File: src/rtl/inst_fetch.sv
// Instruction fetch unit: owns the PC, drives the instruction memory and
// registers each fetched word with its address toward decode.
module inst_fetch #(
  parameter int                    ADDR_WIDTH = 16,
  parameter int                    DATA_WIDTH = 16,
  parameter logic [ADDR_WIDTH-1:0] RESET_PC   = 16'h0000,
  parameter int                    MEM_BYTES  = 52,
  parameter logic [DATA_WIDTH-1:0] HALT_WORD  = 16'hEFFF
) (
  input  logic                  clk,
  input  logic                  rst,
  output logic [ADDR_WIDTH-1:0] imem_addr,
  input  logic [DATA_WIDTH-1:0] imem_data,
  input  logic                  imem_exc,
  input  logic                  stall,
  input  logic                  redirect,
  input  logic [ADDR_WIDTH-1:0] redirect_pc,
  output logic [DATA_WIDTH-1:0] inst,
  output logic [ADDR_WIDTH-1:0] inst_pc,
  output logic                  inst_valid,
  output logic                  halted,
  output logic                  fault
);

  typedef enum logic [1:0] {BOOT, RUN, HALT, FAULT} state_t;

  localparam logic [ADDR_WIDTH-1:0] MEM_LIMIT = ADDR_WIDTH'(MEM_BYTES);

  state_t                r_state, w_state_next;
  logic [ADDR_WIDTH-1:0] r_pc, w_pc_next;
  logic [DATA_WIDTH-1:0] r_inst, w_inst_next;
  logic [ADDR_WIDTH-1:0] r_inst_pc, w_inst_pc_next;
  logic                  r_valid, w_valid_next;
  logic                  r_halted, w_halted_next;
  logic                  r_fault, w_fault_next;
  logic                  w_bad_fetch;

  always_ff @(posedge clk) begin
    if (!rst) begin
      r_state   <= BOOT;
      r_pc      <= RESET_PC;
      r_inst    <= '0;
      r_inst_pc <= '0;
      r_valid   <= 1'b0;
      r_halted  <= 1'b0;
      r_fault   <= 1'b0;
    end else begin
      r_state   <= w_state_next;
      r_pc      <= w_pc_next;
      r_inst    <= w_inst_next;
      r_inst_pc <= w_inst_pc_next;
      r_valid   <= w_valid_next;
      r_halted  <= w_halted_next;
      r_fault   <= w_fault_next;
    end
  end

  assign w_bad_fetch = r_pc[0] | (r_pc >= MEM_LIMIT) | imem_exc;

  // Redirect outranks stall; a stall only blocks once there is something to hold.
  always_comb begin
    w_state_next   = r_state;
    w_pc_next      = r_pc;
    w_inst_next    = r_inst;
    w_inst_pc_next = r_inst_pc;
    w_valid_next   = r_valid;
    w_halted_next  = r_halted;
    w_fault_next   = r_fault;
    case (r_state)
      BOOT: w_state_next = RUN;
      RUN: begin
        if (redirect) begin
          w_pc_next    = redirect_pc;
          w_valid_next = 1'b0;
        end else if (stall && r_valid) begin
          w_pc_next = r_pc;
        end else if (w_bad_fetch) begin
          w_state_next = FAULT;
          w_fault_next = 1'b1;
          w_valid_next = 1'b0;
        end else begin
          w_inst_next    = imem_data;
          w_inst_pc_next = r_pc;
          w_valid_next   = 1'b1;
          if (imem_data == HALT_WORD) begin
            w_state_next  = HALT;
            w_halted_next = 1'b1;
          end else begin
            w_pc_next = r_pc + ADDR_WIDTH'(2);
          end
        end
      end
      HALT: begin
        if (!stall) w_valid_next = 1'b0;
      end
      FAULT: w_valid_next = 1'b0;
      default: w_state_next = BOOT;
    endcase
  end

  assign imem_addr  = r_pc;
  assign inst       = r_inst;
  assign inst_pc    = r_inst_pc;
  assign inst_valid = r_valid;
  assign halted     = r_halted;
  assign fault      = r_fault;

endmodule
File: config.mk
export PLATFORM = sky130hd
export DESIGN_NAME = inst_fetch
export DESIGN_NICKNAME = d
export VERILOG_FILES = /design/src/rtl/inst_fetch.sv
export SDC_FILE = /design/constraint.sdc
export NUM_CORES = 1
export LEC_CHECK = 0
export CAP_MARGIN = 20
export CORE_ASPECT_RATIO = 1.1
export CORE_MARGIN = 8
export CORE_UTILIZATION = 40
export CTS_BUF_LIST = sky130_fd_sc_hd__clkbuf_8
export CTS_CLUSTER_SIZE = 16
export DETAILED_ROUTE_END_ITERATION = 10
export GPL_ROUTABILITY_DRIVEN = 0
export PLACE_DENSITY = 0.76
export SYNTH_ARGS = -nofsm -noshare
export SYNTH_HDL_FRONTEND = slang
export SYNTH_SLANG_ARGS = --single-unit
File: constraint.sdc
create_clock -name clk -period 2.8 [get_ports clk]
set_input_delay 0.42 -clock clk [delete_from_list [all_inputs] [get_ports clk]]
set_output_delay 0.42 -clock clk [all_outputs]
set_load 0.1 [all_outputs]
### Word-level counts from Yosys, hierarchy flattened

Cells that the tools add are included.

| cells by class | value |
|---|---|
| add/sub/neg operators | 1 |
| bitwise logic cells | 5 |
| div/mod/pow operators | 0 |
| magnitude comparators | 1 |
| muxes and demuxes | 14 |
| shift-type cells | 0 |
| equal/unequal tests | 12 |
| reductions and logical operators | 10 |
| multiply operators | 0 |

Operator list:

| operator | count |
|---|---|
| 2-to-1 mux 16 bit | 4 |
| adder 16 x 2 -> 16 bit (second input constant) | 1 |
| equality test 16 bit (second input constant) | 1 |
| >= comparator 16 x 6 -> 1 bit (second input constant) | 1 |
| AND reduction 4 bit | 4 |
| inequality test 2 bit (second input constant) | 6 |
| 2-to-1 mux 2 bit | 4 |
| inequality test 3 bit (second input constant) | 2 |
| AND reduction 5 bit | 1 |
| equality test 2 bit (second input constant) | 2 |
| 2-to-1 mux 1 bit | 4 |
| one-hot mux 2 bit (2 select lines) | 1 |
| inverter 1 bit | 3 |
| one-hot mux 1 bit (3 select lines) | 1 |
| AND reduction 3 bit | 1 |
| nonzero test 3 bit | 1 |
| equality test 2 x 1 -> 1 bit (second input constant) | 1 |
| logical NOT 2 bit | 1 |
| OR 1 bit | 2 |
| nonzero test 2 bit | 1 |
| logical AND 1 bit | 1 |

| storage, ports and cells | value |
|---|---|
| input bits | 37 |
| flip-flop bits (word level) | 53 |
| memories kept | 0 |
| logic and storage cells | 50 |
| bits in writable memories | 0 |
| output and inout bits | 51 |
| ROM bits | 0 |
| bits in latches | 0 |

### Logic depth before layout (Yosys ltp)

Gate-level depths: netlist of the first run.

| logic depth | value |
|---|---|
| depth in word-level cells | 7 |
| mapped depth | 7 |
| mapped depth without buffers | 5 |

### Worst setup path after synthesis of the first run

No wires, ideal clock.

| timing path | value |
|---|---|
| path type | reg-to-reg |
| start | register r_pc[4], in the netlist imem_addr[4] |
| end | register r_inst[0], in the netlist inst[0] |
| clock period less this slack | 2325 ps |
| stages on the path, launching flop included | 8 |
| library setup time | 71 ps |
| setup slack | 475 ps |
| required time | 2729 ps |
| arrival time | 2254 ps |
| path buffers | 3 |
| cell sequence | dfxtp_1 -> buf_2 -> nand2_1 -> o2111ai_1 -> buf_6 -> clkbuf_1 -> o21ai_0 -> a21oi_1 |

| on the way | value |
|---|---|
| word-level cells in the longest chain between the ends | 5 |

RTL lines:

| element | line | RTL |
|---|---|---|
| start, declared | 30 | `logic [ADDR_WIDTH-1:0] r_pc, w_pc_next;` |
| start signal, assigned | 49 | `r_pc <= w_pc_next;` |
| >= comparator 16 x 6 -> 1 bit | 58 | `assign w_bad_fetch = r_pc[0] \| (r_pc >= MEM_LIMIT) \| imem_exc;` |
| OR 1 bit (2 in a row) | 58 |  |
| inverter 1 bit (no line) | - |  |
| AND reduction 4 bit (no line) | - |  |
| end signal, assigned | 50 | `r_inst <= w_inst_next;` |
| end, declared | 31 | `logic [DATA_WIDTH-1:0] r_inst, w_inst_next;` |

Every way passes these cells.
A chain may end at the register's enable or synchronous reset.

### Worst setup path in the final report of the first run

| timing path | value |
|---|---|
| start | input redirect |
| end | register r_pc[4], in the netlist imem_addr[4] |

| on the way | value |
|---|---|
| word-level cells in the longest chain between the ends | 2 |
| elaborated cells between the ends (all ways) | 5 |
| classes of those cells | 3 x eq/ne; 1 x mux; 1 x reduce/logical |

RTL lines:

| element | line | RTL |
|---|---|---|
| start, declared | 16 | `input logic redirect,` |
| inequality test 2 bit (no line) | - |  |
| AND reduction 4 bit (no line) | - |  |

Several ways; a longest one is shown, not always the timed one.

==> metrics.txt, run 1 <==
Fmax=between 0.5 and 0.6 GHz; Synth Flop Type=dfxtp_1; ANT cells=0; GRT Overall Usage=between 15 and 20%; Core ar.=between 0.005 and 0.006 mm2; top-area cell type share of the netlist area=between 40% and 50%; Synth area leader=dfxtp_1; WL/cell=16.8 um; CTS tree=done; Final Cell Area=around 0.0033 mm2; average size of a mapped cell=about 8.5 um2; HP Start=inst[1]; post-synthesis sequential area ratio=between 40% and 50%; DIE HEIGHT=~97 um; DR vias=around 2.5k; post-route ant nets=0; Critical-path top delay cell=clkdlybuf4s50_1; Worst VDD drop=around 0.00028 V; cts bufs inserted=5; Hold Path Depth=2; Cells after Synth=~280; Ports=a little under 90; worst-margin pin slew=between 400 and 500 ps; number of post-CTS setup repair buffers=0; die width=between 80 and 90 um; Post-route DRC=0; clock buffer depth=2; 1st-pass router iterations=4; Filler cells=564; syn_nets=between 300 and 400; CP Launch Type=input pin; FF+latch count, synth=53; Via density=5.65; FF-to-FF path depth=4; Remaining Overflow, GRT=0; result of the run=finished, final reports clean; max_slew headroom=about 68%; min Tclk post-route=between 1500 and 2000 ps; first-pass GRT wire length=approximately 12 mm; Tightest Hold Check Type=register to register; critical path class=input pin to register; dpl cells=~430; cell area power density=around 540 mW/mm2; synthesis-to-finish area growth=38.6%; WP data arrival=between 2000 and 2500 ps; worst skew pair latency=between 300 and 400 ps; Port Buffers=between 80 and 90; largest net degree at the start of global routing=33; starting density of the core=about two fifths; max_cap viols=0; CP peak stage delay=510 ps; Worst Hold End=inst[1]; WHS=481 ps; EDFF count, synth=0; RSZ-0062 raised after global routing=no; clk_skew=~11 ps; CTS sink count=53; r2r startpoint=imem_addr[6]; r2r setup slk=just over 900 ps; Post-CTS Resized=0; required time of the critical path=between 3000 and 4000 ps; clock slew at reported path FFs=roughly 100 ps; vias in the first global route=2317; row count=29; worst r2r dst=imem_addr[4]; Root Buffer=clkbuf_8; Iter 0 DRT Violations=~180; critical path buffer and inverter count=2; Fin. Hold Viols=0; crit end category=register; Async SR Flop Fraction=0%; Syn. warnings=0; CP cell instances=clkdlybuf4s50_1 -> a21oi_1 -> nand2_1 -> buf_4 -> or4_4 -> o211ai_2; H-tree levels=2; max-slew violation count=0; DPL Wire Length=slightly above 5 mm; Final setup viols=0; layout cell share with drive strength beyond 1=a little over a fifth; Die Footprint=between 0.008 and 0.009 mm2; Final Non-Filler Cells=approximately 440; crit path max fanout=22; total negative slack=0 ps; Routed WL=7.30 mm; hold-fix buffers at CTS=0; initial antenna violation count=0; layout net count=395; Cell Area, Placed=between 0.003 and 0.004 mm2; synthesized area=roughly 0.0024 mm2; ranking of synthesized cells by area=dfxtp_1 45%, o21ai_0 7.0%, a21oi_1 6.6%; Synth top cells by count=53 x dfxtp_1, 33 x o21ai_0, 31 x a21oi_1, 26 x nand3_1, 18 x nand2_1; top cell family by delay on the critical path=buffers and inverters; Pleak=~1.3 nW; Netlist cell types=44; most common cell in the synthesized netlist=dfxtp_1; crit share post-route=approximately two thirds
-- through the flow --
stage	worst slack [ps]	power (mW)	util (%)
floorplan	475	1.17	-
global placement	650	1.32	55.4
detailed placement	617	1.32	55.4
CTS	920	1.77	57.1
global route	779	1.83	57.1
finish	929	1.75	57.1
-- worst reg2reg max path, stage by stage, from the launching register on --
cell	delay [ps]
dfxtp_1	380
nor4_2	410
o2111ai_2	340
or4_4	610
o211ai_2	70
-- worst max-delay path by stage --
| stage | start | endpoint | slack (ps) | cells past startpoint |
|---|---|---|---|---|
| 6_report | redirect | imem_addr[4] | 930 | 6 |
| 5_1_grt | imem_addr[6] | imem_addr[6] | 780 | 4 |
| 4_1_cts | imem_addr[6] | imem_addr[4] | 920 | 4 |
| 3_5_place_dp | redirect | imem_addr[4] | 620 | 6 |
| 3_3_place_gp | redirect | imem_addr[4] | 650 | 6 |
| 2_1_floorplan | imem_addr[4] | inst[0] | 480 | 7 |
-- layout by cell type (no fill, tap or decap), drive strengths merged, types with 3 or more instances in the layout --
cell	instances
nor2	7
nand2	18
o21ai	34
clkdlybuf4s50	36
nand4b	3
nand3	26
nand4	8
dfxtp	53
buf	61
a21oi	31
or4	3
inv	6
o211ai	4
clkbuf	6
and3	12
nor3	3
o2111ai	4
nor4	5
a31oi	9
-- kinds of logic (layout without fill, tap and decap cells) --
group | count (synthesis) | after routing | share of synthesized area [%]
AO/OA/AOI/OAI | 99 | 99 | 25.5
AND/OR/NAND/NOR | 93 | 93 | 22.8
flip-flops | 53 | 53 | 44.9
buffers and inverters | 31 | 111 | 5.72
adder cells (fa/ha/maj) | 1 | 1 | 0.530
multiplexers | 1 | 1 | 0.424
-- layout make-up --
type | count | area (um2) | share of cell area (%)
Multi-Input combinational cell | 194 | 1180 | 36.0
Sequential cell | 53 | 1060 | 32.4
Timing Repair Buffer | 97 | 818 | 25.0
Tap cell | 77 | 96.3 | 2.94
Clock buffer | 6 | 82.6 | 2.52
Inverter | 6 | 22.5 | 0.688
Clock inverter | 2 | 13.8 | 0.421
-- flip-flops by register name (all words and copies together), names as in the netlist --
register and cells:
fault 1, r_state 2, inst_pc 16, halted 1, inst_valid 1, imem_addr 16
inst 16
-- routing by layer --
| metal | routed length, um | vias to the layer above | global-route usage (%) |
|---|---|---|---|
| met2 | 3620 | 86 | 27.6 |
| met4 | 53 | 0 | 5.27 |
| met3 | 480 | 6 | 3.89 |
| met1 | 3150 | 1173 | 21.1 |
| met5 | 0 | - | 0 |
| li1 | - | 1194 | - |
-- power by group --
| part | total (mW) | switching [mW] | internal, mW | leakage (nW) |
|---|---|---|---|---|
| Sequential | 0.826 | 0.0443 | 0.782 | 0.430 |
| Combinational | 0.475 | 0.335 | 0.140 | 0.815 |
| Clock | 0.452 | 0.252 | 0.201 | 0.0512 |
| Total | 1.75 | 0.631 | 1.12 | 1.30 |
(Power assumes the default switching activity.)
==> inputs of run 2 (changes only) <==
==> constraint.sdc (replaced) <==
create_clock -name clk -period 1.9 [get_ports clk]
set_input_delay 0.285 -clock clk [delete_from_list [all_inputs] [get_ports clk]]
set_output_delay 0.285 -clock clk [all_outputs]
set_load 0.1 [all_outputs]
==> metrics.txt, run 2 (synthesis results as in run 1) <==
result of the run=finished, final reports clean; WP data arrival=1960 ps (-160 ps); cts bufs inserted=5 (unchanged); Post-CTS Resized=0 (unchanged); total power=2.76 mW (+57%); Root Buffer=clkbuf_8; ANT cells=0 (unchanged); max_cap viols=0 (unchanged); Post-route DRC=0 (unchanged); max-slew violation count=0 (unchanged); clk_skew=7.04 ps (-3.88 ps); Tightest Hold Check Type=register to register; GRT Overall Usage=17.4% (+0.64 points); worst-margin pin slew=430 ps (-47.7 ps); DR vias=2546 (+3.5%); commonest non-fill, non-tap cells in the layout=71 x buf_4, 36 x dfxtp_1, 36 x clkdlybuf4s50_1; Core ar.=0.00573 mm2 (unchanged); layout cell share with drive strength beyond 1=28.4% (+6.9 points); CP cell instances=nor4_2 -> o2111a_1 -> nand2_1 -> and3_1; H-tree levels=2 (unchanged); Worst Setup Slack, final=134 ps (-794 ps); RSZ-0062 raised after global routing=no; WL/cell=17.0 um (+1.1%); DPL Wire Length=5.45 mm (+5.0%); Critical-path top delay cell=o2111a_1; CP Launch Type=register; clock slew at reported path FFs=90 ps (about the same); min Tclk post-route=about 1800 ps; commonest non-fill, non-tap cell in the layout=buf_4; worst skew pair latency=300 ps (about the same); first-pass GRT wire length=11.9 mm (+3.7%); Int Pwr=1.83 mW (+63%); layout net count=407 (+3.0%); Place WS=-76.8 ps (-694 ps); critical path class=register to register; starting density of the core=41.2% (unchanged); Iter 0 DRT Violations=199 (+11%); r2r startpoint=imem_addr[10]; Fmax=between 0.5 and 0.6 GHz; crit share post-route=92.9%; hold-fix buffers at CTS=0 (unchanged); Via density=5.70 (+0.76%); synthesis-to-finish area growth=45.3%; DIE HEIGHT=96.6 um (unchanged); sequential power share=44.4% (-2.7 points); row count=29 (unchanged); Fin. Hold Viols=0 (unchanged); required time of the critical path=2100 ps (-940 ps); Worst VDD drop=0.000360 V (+27%); Routed WL=7.59 mm (+3.9%); Clock power frac=28.5% (+2.7 points); CTS tree=done; CTS sink count=53 (unchanged); logic gate share of total power=27.2% (about the same); Remaining Overflow, GRT=0 (unchanged); 1st-pass router iterations=5 (+1); number of post-CTS setup repair buffers=0 (unchanged); Port Buffers=87 (unchanged); origin of the worst setup path=imem_addr[10]; max_slew headroom=71.2% (+3.1 points); P_sw=934 uW (+48%); Final setup viols=0 (unchanged); Switching Fraction=33.8% (-2.1 points); HP Start=inst[2]; cell area power density=805 mW/mm2 (+50%); crit end category=register; Pleak=1.38 nW (+6.5%); vias in the first global route=2471 (+6.6%); clock buffer depth=2 (unchanged); Die Footprint=0.00862 mm2 (unchanged); CP peak stage delay=400 ps (-110 ps); initial antenna violation count=0 (unchanged); Ports=88 (unchanged); largest net degree at the start of global routing=33 (unchanged); crit path max fanout=12 (-45%); post-route ant nets=0 (unchanged); die width=89.3 um (unchanged)
-- run 2: cell count changes in the layout (fill, tap and decap cells not counted) --
cell	change
bufinv_16	+1
dfxtp_1	-17
clkinv_2	-1
buf_4	+10
clkinv_4	-1
dfxtp_4	+1
inv_1	+1
dfxtp_2	+16
buf_12	+2
-- run 2: path summary, 6_finish.rpt --
kind	end	slack, ps	depth (start not counted)
worst min-delay path	inst[2]	480	2
worst max register to register	inst_pc[12]	130	4
worst max-delay path	inst_pc[12]	130	4
worst min register to register	inst[2]	480	2
-- run 2: area by class of cell --
cell class	instances	area, um2
clock buffer	6	82.6
multi-input combinational	194	1180
tap	77	96.3
inverter	6	22.5
fill	543	2300
clock inverter	2	33.8
timing repair buffer	109	933
sequential	53	1080
-- run 2: per-layer routing --
| layer | vias to the layer above | share of wire (%) | global-route usage, % |
|---|---|---|---|
| met3 | 9 | 7.8 | 4.15 |
| li1 | 1224 | - | - |
| met4 | 0 | 1.3 | 6.66 |
| met1 | 1214 | 43 | 21.1 |
| met5 | - | 0 | 0 |
| met2 | 99 | 48 | 29.0 |
-- run 2: power groups by stage --
| stage | registers (mW) | logic (mW) | clock network, mW |
|---|---|---|---|
| 3_3_place_gp | 1.25 | 0.742 | 0 |
| 6_report | 1.22 | 0.750 | 0.786 |
| 4_1_cts | 1.22 | 0.749 | 0.806 |
| 2_1_floorplan | 1.51 | 0.224 | 0 |
| 3_5_place_dp | 1.25 | 0.748 | 0 |
| 5_1_grt | 1.23 | 0.786 | 0.853 |
-- run 2: critical path: cells and delay by family, from the launching register on --
| family | cells | cell delay (ps) |
|---|---|---|
| AOI/OAI and AO/OA | 1 | 400 |
| DFF | 1 | 350 |
| and+or+nand+nor | 3 | 900 |
-- run 2: metrics by stage --
step | utilization, % | TNS [ps] | area [um2] | cells | hold WS (ps)
6_report | 59.8 | 0 | 3430 | 447 | 481
5_1_grt | 59.8 | 0 | 3430 | 447 | 505
4_1_cts | 59.8 | 0 | 3430 | 447 | 482
3_5_place_dp | 57.8 | -852 | 3310 | 439 | 467
3_3_place_gp | 57.8 | -510 | 3310 | 439 | 455
2_1_floorplan | - | 0 | 2380 | 278 | 414
==> inputs of run 3 (changes only) <==
--- a/config.mk
+++ b/config.mk
@@ -6,7 +6,7 @@
 export NUM_CORES = 1
 export LEC_CHECK = 0
 export CAP_MARGIN = 20
-export CORE_ASPECT_RATIO = 1.1
+export CORE_ASPECT_RATIO = 1.75
 export CORE_MARGIN = 8
 export CORE_UTILIZATION = 40
 export CTS_BUF_LIST = sky130_fd_sc_hd__clkbuf_8
@@ -14,6 +14,7 @@
 export DETAILED_ROUTE_END_ITERATION = 10
 export GPL_ROUTABILITY_DRIVEN = 0
 export PLACE_DENSITY = 0.76
+export RECOVER_POWER = 50
 export SYNTH_ARGS = -nofsm -noshare
 export SYNTH_HDL_FRONTEND = slang
 export SYNTH_SLANG_ARGS = --single-unit
==> constraint.sdc (replaced) <==
create_clock -name clk -period 1.9 [get_ports clk]
set_input_delay 0.38 -clock clk [delete_from_list [all_inputs] [get_ports clk]]
set_output_delay 0.38 -clock clk [all_outputs]
set_load 0.1 [all_outputs]
==> metrics.txt, run 3 (synthesis results as in run 1) <==
Tightest Hold Check Type=register to register; FF-to-FF path depth=5 (+1); multi-input logic area=0.00118 mm2 (+0.21%); Routed WL=7.93 mm (+4.5%); initial antenna violation count=0 (unchanged); WP data arrival=2020 ps (+60 ps); Final setup viols=0 (unchanged); H-tree levels=2 (unchanged); min Tclk post-route=1760 ps (-4.52 ps); Worst Hold End=inst[11]; Final Non-Filler Cells=456 (+2.0%); worst-margin pin slew=573 ps (+143 ps); Core ar.=0.00579 mm2 (+0.94%); crit share post-route=92.7% (-0.24 points); Port Buffers=87 (unchanged); Ports=88 (unchanged); CTS sink count=53 (unchanged); crit end category=register; max-slew violation count=0 (unchanged); Filler cells=538 (-0.92%); hold-fix buffers at CTS=0 (unchanged); first-pass GRT wire length=12.9 mm (+8.0%); starting density of the core=40.8% (-0.38 points); clk_skew=10.4 ps (+3.33 ps); Fmax=0.568 GHz (+0.26%); r2r startpoint=imem_addr[2]; Register Area=0.00107 mm2 (-1.0%); Worst Setup Slack, final=139 ps (+4.52 ps); Hold Path Depth=2 (unchanged); CTS tree=done; vias in the first global route=2636 (+6.7%); Remaining Overflow, GRT=0 (unchanged); number of post-CTS setup repair buffers=0 (unchanged); clock slew at reported path FFs=100 ps (about the same); die width=74.1 um (-17%); worst skew pair latency=310 ps (about the same); WHS=479 ps (-1.94 ps); Via density=5.65 (-0.86%); Place WS=-152 ps (-74.7 ps); largest net degree at the start of global routing=33 (unchanged); Iter 0 DRT Violations=191 (-4.0%); Pleak=1.42 nW (+3.1%); total power=2.82 mW (+2.2%); ANT cells=0 (unchanged); cts bufs inserted=5 (unchanged); worst r2r dst=imem_addr[13]; Fin. Hold Viols=0 (unchanged); max_slew headroom=62.0% (-9.3 points); DIE HEIGHT=118 um (+22%); RSZ-0062 raised after global routing=no; 1st-pass router iterations=4 (-1); commonest non-fill, non-tap cell in the layout=dfxtp_1; post-route ant nets=0 (unchanged); Worst VDD drop=0.000505 V (+40%); Die Footprint=0.00871 mm2 (+1.1%); critical path class=register to register; layout cell share with drive strength beyond 1=28.0% (-0.34 points); dpl cells=448 (+2.1%); cell area power density=795 mW/mm2 (-1.3%); required time of the critical path=2160 ps (+60 ps); max_cap viols=0 (unchanged); Post-route DRC=0 (unchanged); HP Start=inst[11]; row count=37 (+28%); CP Launch Type=register; synthesis-to-finish area growth=50.3%; crit path max fanout=7 (-5); DR vias=2575 (+1.1%); r2r setup slk=140 ps (about the same); Root Buffer=clkbuf_8; clock buffer depth=2 (unchanged); GRT Overall Usage=18.5% (+1.1 points); DPL Wire Length=5.98 mm (+9.8%); result of the run=finished, final reports clean; commonest non-fill, non-tap cells in the layout=45 x dfxtp_1, 37 x clkbuf_2, 36 x clkdlybuf4s50_1; layout net count=415 (+2.0%); WL/cell=17.4 um (+2.5%)
-- run 3: worst max-delay path, cell delays in order, from the launching register on --
cell	delay [ps]
dfxtp_2	450
ha_1	280
nand2_1	150
nor4_1	430
a32o_1	230
a41o_1	160
-- run 3: cell type report --
cell class                      count  share of cell area [%]
Multi-Input combinational cell    194                    33.2
Sequential cell                    53                    30.2
Timing Repair Buffer              117                    30.0
Tap cell                           78                    2.75
Clock buffer                        5                    1.94
Clock inverter                      3                    1.23
Inverter                            6                   0.634
-- run 3: worst max path at each step --
stage	cells after the start	endpoint	from
after CTS	5	inst_pc[10]	imem_addr[6]
after floorplan	4	imem_addr[12]	imem_addr[5]
after global placement	6	imem_addr[3]	imem_data[12]
after global routing	5	inst_pc[5]	imem_addr[8]
after detailed placement	6	imem_addr[3]	imem_data[2]
final	5	imem_addr[13]	imem_addr[2]
-- run 3: power breakdown --
group | internal [mW] | total [mW] | switching, mW
Combinational | 0.301 | 0.816 | 0.515
Sequential | 1.16 | 1.23 | 0.0751
Clock | 0.395 | 0.773 | 0.378
-- run 3: metrics by stage --
| stage | cell area, um2 | utilization (%) | setup TNS [ps] |
|---|---|---|---|
| 3_5_place_dp | 3600 | 62.2 | -3350 |
| 4_1_cts | 3710 | 64.2 | 0 |
| 3_3_place_gp | 3600 | 62.2 | -2520 |
| 6_report | 3550 | 61.3 | 0 |
| 5_1_grt | 3550 | 61.3 | 0 |
| 2_1_floorplan | 2380 | - | 0 |
-- run 3: what timing repair did --
| action | 4_1_cts | 5_1_grt |
|---|---|---|
| endpoints found under the setup margin | 0 | 11 |
| endpoints found under the hold margin | 0 | 0 |
| resized for setup | 0 | 1 |
-- run 3: routing by layer --
metal	wire length (um)	global-route usage, %	share of wire, %	up-vias
li1	-	-	-	1238
met1	2820	18.8	36	1216
met2	4390	32.9	55	99
met3	433	3.16	5.5	22
met4	286	11.2	3.6	0
met5	0	0	0	-
